$ cat src/rtl/rv_pkg.sv
// rtl/rv_pkg.sv - shared RV32 datapath constants, register indices and regfile state type
package rv_pkg;
   localparam int XLEN         = 32;
   localparam int NREG_DEFAULT = 32;

   localparam int REG_ZERO = 0;
   localparam int REG_RA   = 1;
   localparam int REG_SP   = 2;
   localparam int REG_FP   = 8;

   typedef enum logic {
      INIT = 1'b0,
      RUN  = 1'b1
   } rf_state_t;
endpackage

$ cat src/rtl/regfile_bank_if.sv
// rtl/regfile_bank_if.sv - read/write/issue bus between datapath stages and the register file
interface regfile_bank_if #(
   parameter int XLEN = 32,
   parameter int AW   = 5,
   parameter int NRD  = 2
);
   logic                 rdy;
   logic [NRD*AW-1:0]    rs_addr;
   logic [NRD*XLEN-1:0]  rs_data;
   logic [NRD-1:0]       rs_busy;
   logic                 wr_en;
   logic [AW-1:0]        wr_addr;
   logic [XLEN-1:0]      wr_data;
   logic                 iss_en;
   logic [AW-1:0]        iss_rd;

   modport master (
      input  rdy, rs_data, rs_busy,
      output rs_addr, wr_en, wr_addr, wr_data, iss_en, iss_rd
   );

   modport slave (
      output rdy, rs_data, rs_busy,
      input  rs_addr, wr_en, wr_addr, wr_data, iss_en, iss_rd
   );
endinterface

$ cat src/rtl/regfile_scoreboard.sv
// rtl/regfile_scoreboard.sv - per-register pending-writeback bits with per-port lookup
module regfile_scoreboard #(
   parameter int NREG = 32,
   parameter int NRD  = 2,
   parameter int AW   = $clog2(NREG)
) (
   input  logic              CLK,
   input  logic              RST_X,
   input  logic              i_run,
   input  logic              i_set_en,
   input  logic [AW-1:0]     i_set_addr,
   input  logic              i_clr_en,
   input  logic [AW-1:0]     i_clr_addr,
   input  logic [NRD*AW-1:0] i_rd_addr,
   output logic [NRD-1:0]    o_busy
);
   logic [NREG-1:0] r_busy;
   logic [NREG-1:0] w_set_mask;
   logic [NREG-1:0] w_clr_mask;

   always_comb begin
      w_set_mask = '0;
      w_clr_mask = '0;
      if (i_run && i_set_en && (i_set_addr != '0))
         w_set_mask = NREG'(1) << i_set_addr;
      if (i_run && i_clr_en && (i_clr_addr != '0))
         w_clr_mask = NREG'(1) << i_clr_addr;
   end

   // Set is applied after clear so a same-edge re-issue keeps the register pending.
   always_ff @(posedge CLK or posedge RST_X) begin
      if (RST_X)
         r_busy <= '0;
      else
         r_busy <= (r_busy & ~w_clr_mask) | w_set_mask;
   end

   always_comb begin
      logic [AW-1:0] w_a;
      o_busy = '0;
      for (int i = 0; i < NRD; i++) begin
         w_a = i_rd_addr[i*AW +: AW];
         o_busy[i] = r_busy[w_a] &
                     ~(i_run && i_clr_en && (i_clr_addr == w_a) && (w_a != '0));
      end
   end
endmodule

$ cat src/rtl/regfile_bank.sv
// rtl/regfile_bank.sv - RV32 integer register file with init sweep, write bypass and busy scoreboard
module regfile_bank
   import rv_pkg::*;
#(
   parameter int               XLEN    = rv_pkg::XLEN,
   parameter int               NREG    = NREG_DEFAULT,
   parameter int               NRD     = 2,
   parameter logic [XLEN-1:0]  SP_INIT = 32'h0000ff00,
   parameter logic [XLEN-1:0]  FP_INIT = 32'h0000ff00
) (
   input  logic         CLK,
   input  logic         RST_X,
   regfile_bank_if.slave bus
);
   localparam int AW = $clog2(NREG);

   logic [XLEN-1:0]     r_mem [NREG];
   rf_state_t           r_state;
   rf_state_t           w_state_nxt;
   logic [AW-1:0]       r_ptr;
   logic                w_run;
   logic                w_wr_ok;
   logic [XLEN-1:0]     w_init_val;
   logic [NRD*XLEN-1:0] w_rs_data;
   logic [NRD-1:0]      w_busy;

   always_ff @(posedge CLK or posedge RST_X) begin
      if (RST_X)
         r_state <= INIT;
      else
         r_state <= w_state_nxt;
   end

   always_comb begin
      w_state_nxt = r_state;
      if ((r_state == INIT) && (r_ptr == AW'(NREG-1)))
         w_state_nxt = RUN;
   end

   always_comb begin
      w_run = (r_state == RUN) && !RST_X;
   end

   assign bus.rdy = w_run;

   always_ff @(posedge CLK or posedge RST_X) begin
      if (RST_X)
         r_ptr <= '0;
      else if (r_state == INIT)
         r_ptr <= r_ptr + AW'(1);
   end

   assign w_init_val = (r_ptr == AW'(REG_SP)) ? SP_INIT :
                       (r_ptr == AW'(REG_FP)) ? FP_INIT : '0;
   assign w_wr_ok    = w_run && bus.wr_en && (bus.wr_addr != AW'(REG_ZERO));

   // Storage has no reset; the sweep after every reset rewrites each entry.
   always_ff @(posedge CLK) begin
      if (r_state == INIT)
         r_mem[r_ptr] <= w_init_val;
      else if (w_wr_ok)
         r_mem[bus.wr_addr] <= bus.wr_data;
   end

   always_comb begin
      logic [AW-1:0] w_a;
      w_rs_data = '0;
      for (int i = 0; i < NRD; i++) begin
         w_a = bus.rs_addr[i*AW +: AW];
         if (!w_run || (w_a == AW'(REG_ZERO)))
            w_rs_data[i*XLEN +: XLEN] = '0;
         else if (w_wr_ok && (bus.wr_addr == w_a))
            w_rs_data[i*XLEN +: XLEN] = bus.wr_data;
         else
            w_rs_data[i*XLEN +: XLEN] = r_mem[w_a];
      end
   end

   assign bus.rs_data = w_rs_data;
   assign bus.rs_busy = w_busy & {NRD{w_run}};

   regfile_scoreboard #(
      .NREG (NREG),
      .NRD  (NRD),
      .AW   (AW)
   ) u_scoreboard (
      .CLK        (CLK),
      .RST_X      (RST_X),
      .i_run      (w_run),
      .i_set_en   (bus.iss_en),
      .i_set_addr (bus.iss_rd),
      .i_clr_en   (bus.wr_en),
      .i_clr_addr (bus.wr_addr),
      .i_rd_addr  (bus.rs_addr),
      .o_busy     (w_busy)
   );
endmodule
$ cat src/flat_wrapper.sv
// flat-port wrapper written by rule: the top's interface ports become plain ports
module regfile_bank_flat import rv_pkg::*;
#(
   parameter int               XLEN    = rv_pkg::XLEN,
   parameter int               NREG    = NREG_DEFAULT,
   parameter int               NRD     = 2,
   parameter logic [XLEN-1:0]  SP_INIT = 32'h0000ff00,
   parameter logic [XLEN-1:0]  FP_INIT = 32'h0000ff00
)
  (CLK, RST_X, bus_rdy, bus_rs_data, bus_rs_busy, bus_rs_addr, bus_wr_en, bus_wr_addr, bus_wr_data, bus_iss_en, bus_iss_rd);
  regfile_bank_if #(.XLEN(XLEN), .NRD(NRD)) bus_i ();
  input  logic CLK;
  input  logic RST_X;
  output wire logic [$bits(bus_i.rdy)-1:0] bus_rdy;
  output wire logic [$bits(bus_i.rs_data)-1:0] bus_rs_data;
  output wire logic [$bits(bus_i.rs_busy)-1:0] bus_rs_busy;
  input wire logic [$bits(bus_i.rs_addr)-1:0] bus_rs_addr;
  input wire logic [$bits(bus_i.wr_en)-1:0] bus_wr_en;
  input wire logic [$bits(bus_i.wr_addr)-1:0] bus_wr_addr;
  input wire logic [$bits(bus_i.wr_data)-1:0] bus_wr_data;
  input wire logic [$bits(bus_i.iss_en)-1:0] bus_iss_en;
  input wire logic [$bits(bus_i.iss_rd)-1:0] bus_iss_rd;
  assign bus_rdy = bus_i.rdy;
  assign bus_rs_data = bus_i.rs_data;
  assign bus_rs_busy = bus_i.rs_busy;
  assign bus_i.rs_addr = bus_rs_addr;
  assign bus_i.wr_en = bus_wr_en;
  assign bus_i.wr_addr = bus_wr_addr;
  assign bus_i.wr_data = bus_wr_data;
  assign bus_i.iss_en = bus_iss_en;
  assign bus_i.iss_rd = bus_iss_rd;
  regfile_bank #(.XLEN(XLEN), .NREG(NREG), .NRD(NRD), .SP_INIT(SP_INIT), .FP_INIT(FP_INIT)) u_core (.CLK(CLK), .RST_X(RST_X), .bus(bus_i));
endmodule
$ cat config.mk
export PLATFORM = sky130hd
export DESIGN_NAME = regfile_bank_flat
export DESIGN_NICKNAME = d
export VERILOG_FILES = /design/src/rtl/rv_pkg.sv /design/src/rtl/regfile_bank_if.sv /design/src/rtl/regfile_scoreboard.sv /design/src/rtl/regfile_bank.sv /design/src/flat_wrapper.sv
export SDC_FILE = /design/constraint.sdc
export NUM_CORES = 1
export LEC_CHECK = 0
export BUFFER_PORTS_ARGS = -buffer_cell sky130_fd_sc_hd__buf_4
export CAP_MARGIN = 0
export CORE_MARGIN = 2
export CORE_UTILIZATION = 53
export DETAILED_ROUTE_END_ITERATION = 8
export HOLD_SLACK_MARGIN = 0.05
export PLACE_DENSITY = 0.79
export REMOVE_ABC_BUFFERS = 1
export SYNTH_ARGS = -nofsm -noshare
export SYNTH_HDL_FRONTEND = slang
export SYNTH_SLANG_ARGS = --single-unit
$ cat constraint.sdc
create_clock -name CLK -period 3.6 [get_ports CLK]
set_clock_uncertainty 0.2 [all_clocks]
set_input_delay 0.18 -clock CLK [delete_from_list [all_inputs] [get_ports CLK]]
set_output_delay 0.18 -clock CLK [all_outputs]
set_load 0.005 [all_outputs]
==> results.md <==
- The flow ran to the end, and the final reports show no timing, DRC or antenna violations.
- At the later pin of the worst-skew pair, clock insertion delay measures 0.69 ns.
- The fraction of layout instances using a drive strength above 1 is 0.3042.
- Buffers inserted during clock tree synthesis total 107.
- For this design the ratio of total power to cell area is 453.5 nW/um^2.
- Compared with the post-synthesis result, the final layout area differs by 14.96%.
- The worst setup path is launched from a primary input.
- The total core area is 95150 um^2.
- The source of the worst hold timing path is bus_wr_data[8].
- The sink of the worst hold path is u_core.r_mem[10][8]$_DFFE_PP_.
- The max-slew violation total from the final report came to 0.
- The overall routed net length is 156300 um.
- The number of antenna violations at the first check in global routing was 5.
- Static timing analysis puts the maximum clock frequency at 280.3 MHz.
- The wire length of the first global-routing pass is 224600 um.
- The maximum number of pins on one net before global-route repair is 69.
- The leakage power figure is 0.02146 uW.
- The unique cell type count in the Yosys netlist is 55.
- The least setup slack across all paths after layout is 0.03296 ns.
- The total overflow left after global routing is 0.
- The setup check on the worst reg-to-reg path leaves a slack of 0.28 ns.
- The standard-cell row count is 113.
- The width of the chip is 314.3 um.
- The required time of the critical path is 3.22 ns.
- The number of sinks driven by the clock tree is 1062.
- The worst register-to-register path ends at u_core.u_scoreboard.r_busy[28]$_DFF_PP0_.
- The clock tree root driver cell is sky130_fd_sc_hd__clkbuf_16.
- Summing internal, switching and leakage power gives 26600 uW.
- Of all nets on the critical path, the largest fanout is 13.
- In this run the critical register-to-register path is launched from u_core.r_state$_DFFE_PP0P_.
- The vertical extent of the die is 314.3 um.
- At the end of routability-driven placement, the weighted congestion stood at 0.8750.
- 123 I/O pins were placed.
- The shortest period the worst path allows is 3.567 ns.
- After detailed routing, the number of remaining DRC violations is 0.
- Yosys printed 0 warnings.
- TritonCTS built the clock tree.
- The synthesized design spends more area on one cell type than any other, namely sky130_fd_sc_hd__edfxtp_1.
- The number of instances in the synthesized netlist is 2966.
- In the routed layout, each cell is associated on average with a via count of 7.319.
- The worst setup slack after placement is 0.4024 ns.
- For this block, the via count after detailed routing is 33300.
- The port buffer count is 122.
- The number of synthesized flops with an enable pin is 1024.
- The measured slew at the worst slew-check pin is 1.104 ns.
- In this run, the number of DRC markers left after iteration 0 of detailed routing was 5022.
- The clock transition at the register clock pins on the worst setup and hold paths after CTS is 0.06 ns.
- After synthesis the netlist holds a flip-flop and latch count of 1062.
- The average size of a mapped cell is 17.20 um^2.
- Once detail routing completed, the nets flagged for antenna violations numbered 0.
- The number of hold-slack violations in the final timing report is 0.
- In this run the tightest slew margin relative to its limit is 0.2621.
- Setup violations remaining at the end of the flow were counted as 0.
- The starting utilization of the core area is 0.5362.
- The utilization after layout is 0.6164.
- Among all flip-flop cells after synthesis, the most frequent one is sky130_fd_sc_hd__edfxtp_1.
- After the last flow step, the layout net total stands at 3259.
- Data arrives at the worst endpoint at 3.19 ns.
- The die covers 98770 um^2.
- The critical path launch point is bus_wr_addr[0].
- No sink is reached through more buffers than the 3 on the longest clock path.
- The total global routing track utilization is 0.3139.
- The area of the mapped netlist is 51020 um^2.
- The kind of end point of the critical path is a primary output.
- Of all flip-flops after synthesis, the portion carrying an async set or reset was 0.03578.
- For this run, the detailed router's first-pass iteration total came to 6.
- The average routed wire per standard cell is 34.35 um.
- VDD sags by at most 0.0003743 V.
- The H-tree depth is 3.
- In this run the worst hold path is classified as in -> reg.
- The area share of the largest cell type after synthesis is 0.6026.
- The via count of the first global-routing pass is 33640.
- The number of violations of the max-capacitance limit is 0.
- The worst hold path stage count is 2.
- The share of the Yosys chip area taken by registers is 0.6213.
- The number of cell instances on the worst register-to-register path is 7.
- The kind of critical path is in -> out.
- Yosys attributes the largest share of cell area to sky130_fd_sc_hd__edfxtp_1, sky130_fd_sc_hd__mux4_2, sky130_fd_sc_hd__mux2i_1.
- Summed over all nets, the half-perimeter wirelength after detailed placement is 92300 um.
- The final cycle utilization of the critical path is 0.9908.
- Setup repair after global routing left no endpoint under its margin.
state kept, by name, summed over array words and instances (netlist names):
signal	cells
u_core.u_scoreboard.r_busy	32
u_core.r_ptr	5
u_core.r_state	1
u_core.r_mem	1024
what timing repair did:
item                                   in CTS  in global routing
cloned                                      1                  0
buffers inserted                            0                  2
setup endpoints to repair                   8                  1
pin swaps                                   1                  1
hold buffers                               58                  0
endpoints found under the hold margin     813                  0
resized for setup                           1                  0
power breakdown:
part | internal (uW) | switching (uW)
sequential | 13500 | 29.5
combinational | 900 | 1330
clock | 6070 | 4720
Yosys cell counts (all sizes together) (4+ instances only):
library cell / n
buf: 154
dfrtp: 38
ha: 4
a221oi: 15
a211oi: 30
and2: 31
clkbuf: 90
nand3b: 6
nor3: 6
nor2: 46
edfxtp: 1024
nand3: 86
or3b: 4
mux4: 382
nor2b: 11
o221ai: 38
nor4: 4
mux2: 100
a22oi: 46
xor2: 5
nand2: 160
o22ai: 34
a21oi: 68
inv: 8
o211ai: 15
nand2b: 6
or2: 7
a32o: 64
mux2i: 320
xnor2: 8
a21o: 8
o21ai: 118
final cells by class:
class | instances | area, um^2
diodes | 1 | 2.502
clock buffers | 139 | 2880
clock inverters | 55 | 500.5
fillers | 6425 | 36500
inverters | 8 | 30.03
multi-input cells | 1653 | 18340
flip-flops and latches | 1062 | 31700
well taps | 1265 | 1583
repair buffers | 367 | 3623
placed cells by master (no fill, tap or decap), types with 34 or more instances in the layout:
cell                            count
sky130_fd_sc_hd__edfxtp_1        1024
sky130_fd_sc_hd__mux4_2           382
sky130_fd_sc_hd__mux2i_1          320
sky130_fd_sc_hd__buf_4            248
sky130_fd_sc_hd__nand2_1          160
sky130_fd_sc_hd__o21ai_0          118
sky130_fd_sc_hd__clkbuf_16        109
sky130_fd_sc_hd__mux2_2           100
sky130_fd_sc_hd__nand3_1           86
sky130_fd_sc_hd__a21oi_1           67
sky130_fd_sc_hd__a32o_1            64
sky130_fd_sc_hd__dlygate4sd3_1     58
sky130_fd_sc_hd__buf_12            54
sky130_fd_sc_hd__a22oi_1           46
sky130_fd_sc_hd__o221ai_1          38
sky130_fd_sc_hd__dfrtp_1           38
sky130_fd_sc_hd__nor2_4            34
sky130_fd_sc_hd__o22ai_1           34
logic make-up after synthesis:
kind of cell	after synthesis	share of synthesized area
buffers and inverters	252	0.02536
xor gates and xnor gates	13	0.002232
AOI/OAI and AO/OA	453	0.06143
and+or+nand+nor	380	0.03526
muxes	802	0.2535
adders and majority gates	4	0.0009809
DFF	1062	0.6213
through the flow:
| step | cell area, um^2 | setup TNS (ns) | hold slack (ns) | cells |
|---|---|---|---|---|
| 2_1_floorplan | 49760 | -111.65 | 0.08725 | 2722 |
| 5_1_grt | 58660 | 0 | 0.2273 | 4550 |
| 3_5_place_dp | 54640 | 0 | 0.1080 | 4294 |
| 4_1_cts | 58610 | 0 | 0.1511 | 4547 |
| 3_3_place_gp | 54640 | 0 | 0.09560 | 4294 |
| 6_report | 58660 | 0 | 0.1867 | 4550 |
per-layer routing:
layer	wire length [um]	track usage
met1	53380	0.4190
met2	74690	0.5041
met3	21030	0.06963
met4	7172	0.1294
met5	40	0
worst max-delay path, cell delays in order:
cell and delay (ns):
sky130_fd_sc_hd__buf_4 0.11, sky130_fd_sc_hd__dlygate4sd3_1 0.56, sky130_fd_sc_hd__buf_4 0.18, sky130_fd_sc_hd__xnor2_1 0.15, sky130_fd_sc_hd__nand3_1 0.12, sky130_fd_sc_hd__nor2_1 0.61, sky130_fd_sc_hd__and2_4 0.59, sky130_fd_sc_hd__buf_4 0.30
sky130_fd_sc_hd__a32o_1 0.20, sky130_fd_sc_hd__buf_4 0.13
how the worst max path moves through the flow:
stage,to,slack (ns),cells after the start
3_3_place_gp,bus_rs_data[9],0.40,9
2_1_floorplan,u_core.r_mem[28][0]$_DFFE_PP_,-0.44,4
6_report,bus_rs_data[4],0.03,10
5_1_grt,bus_rs_data[15],0.05,9
4_1_cts,bus_rs_data[46],0.07,6
3_5_place_dp,bus_rs_data[25],0.40,9
Power figures use the tool's default switching activity.
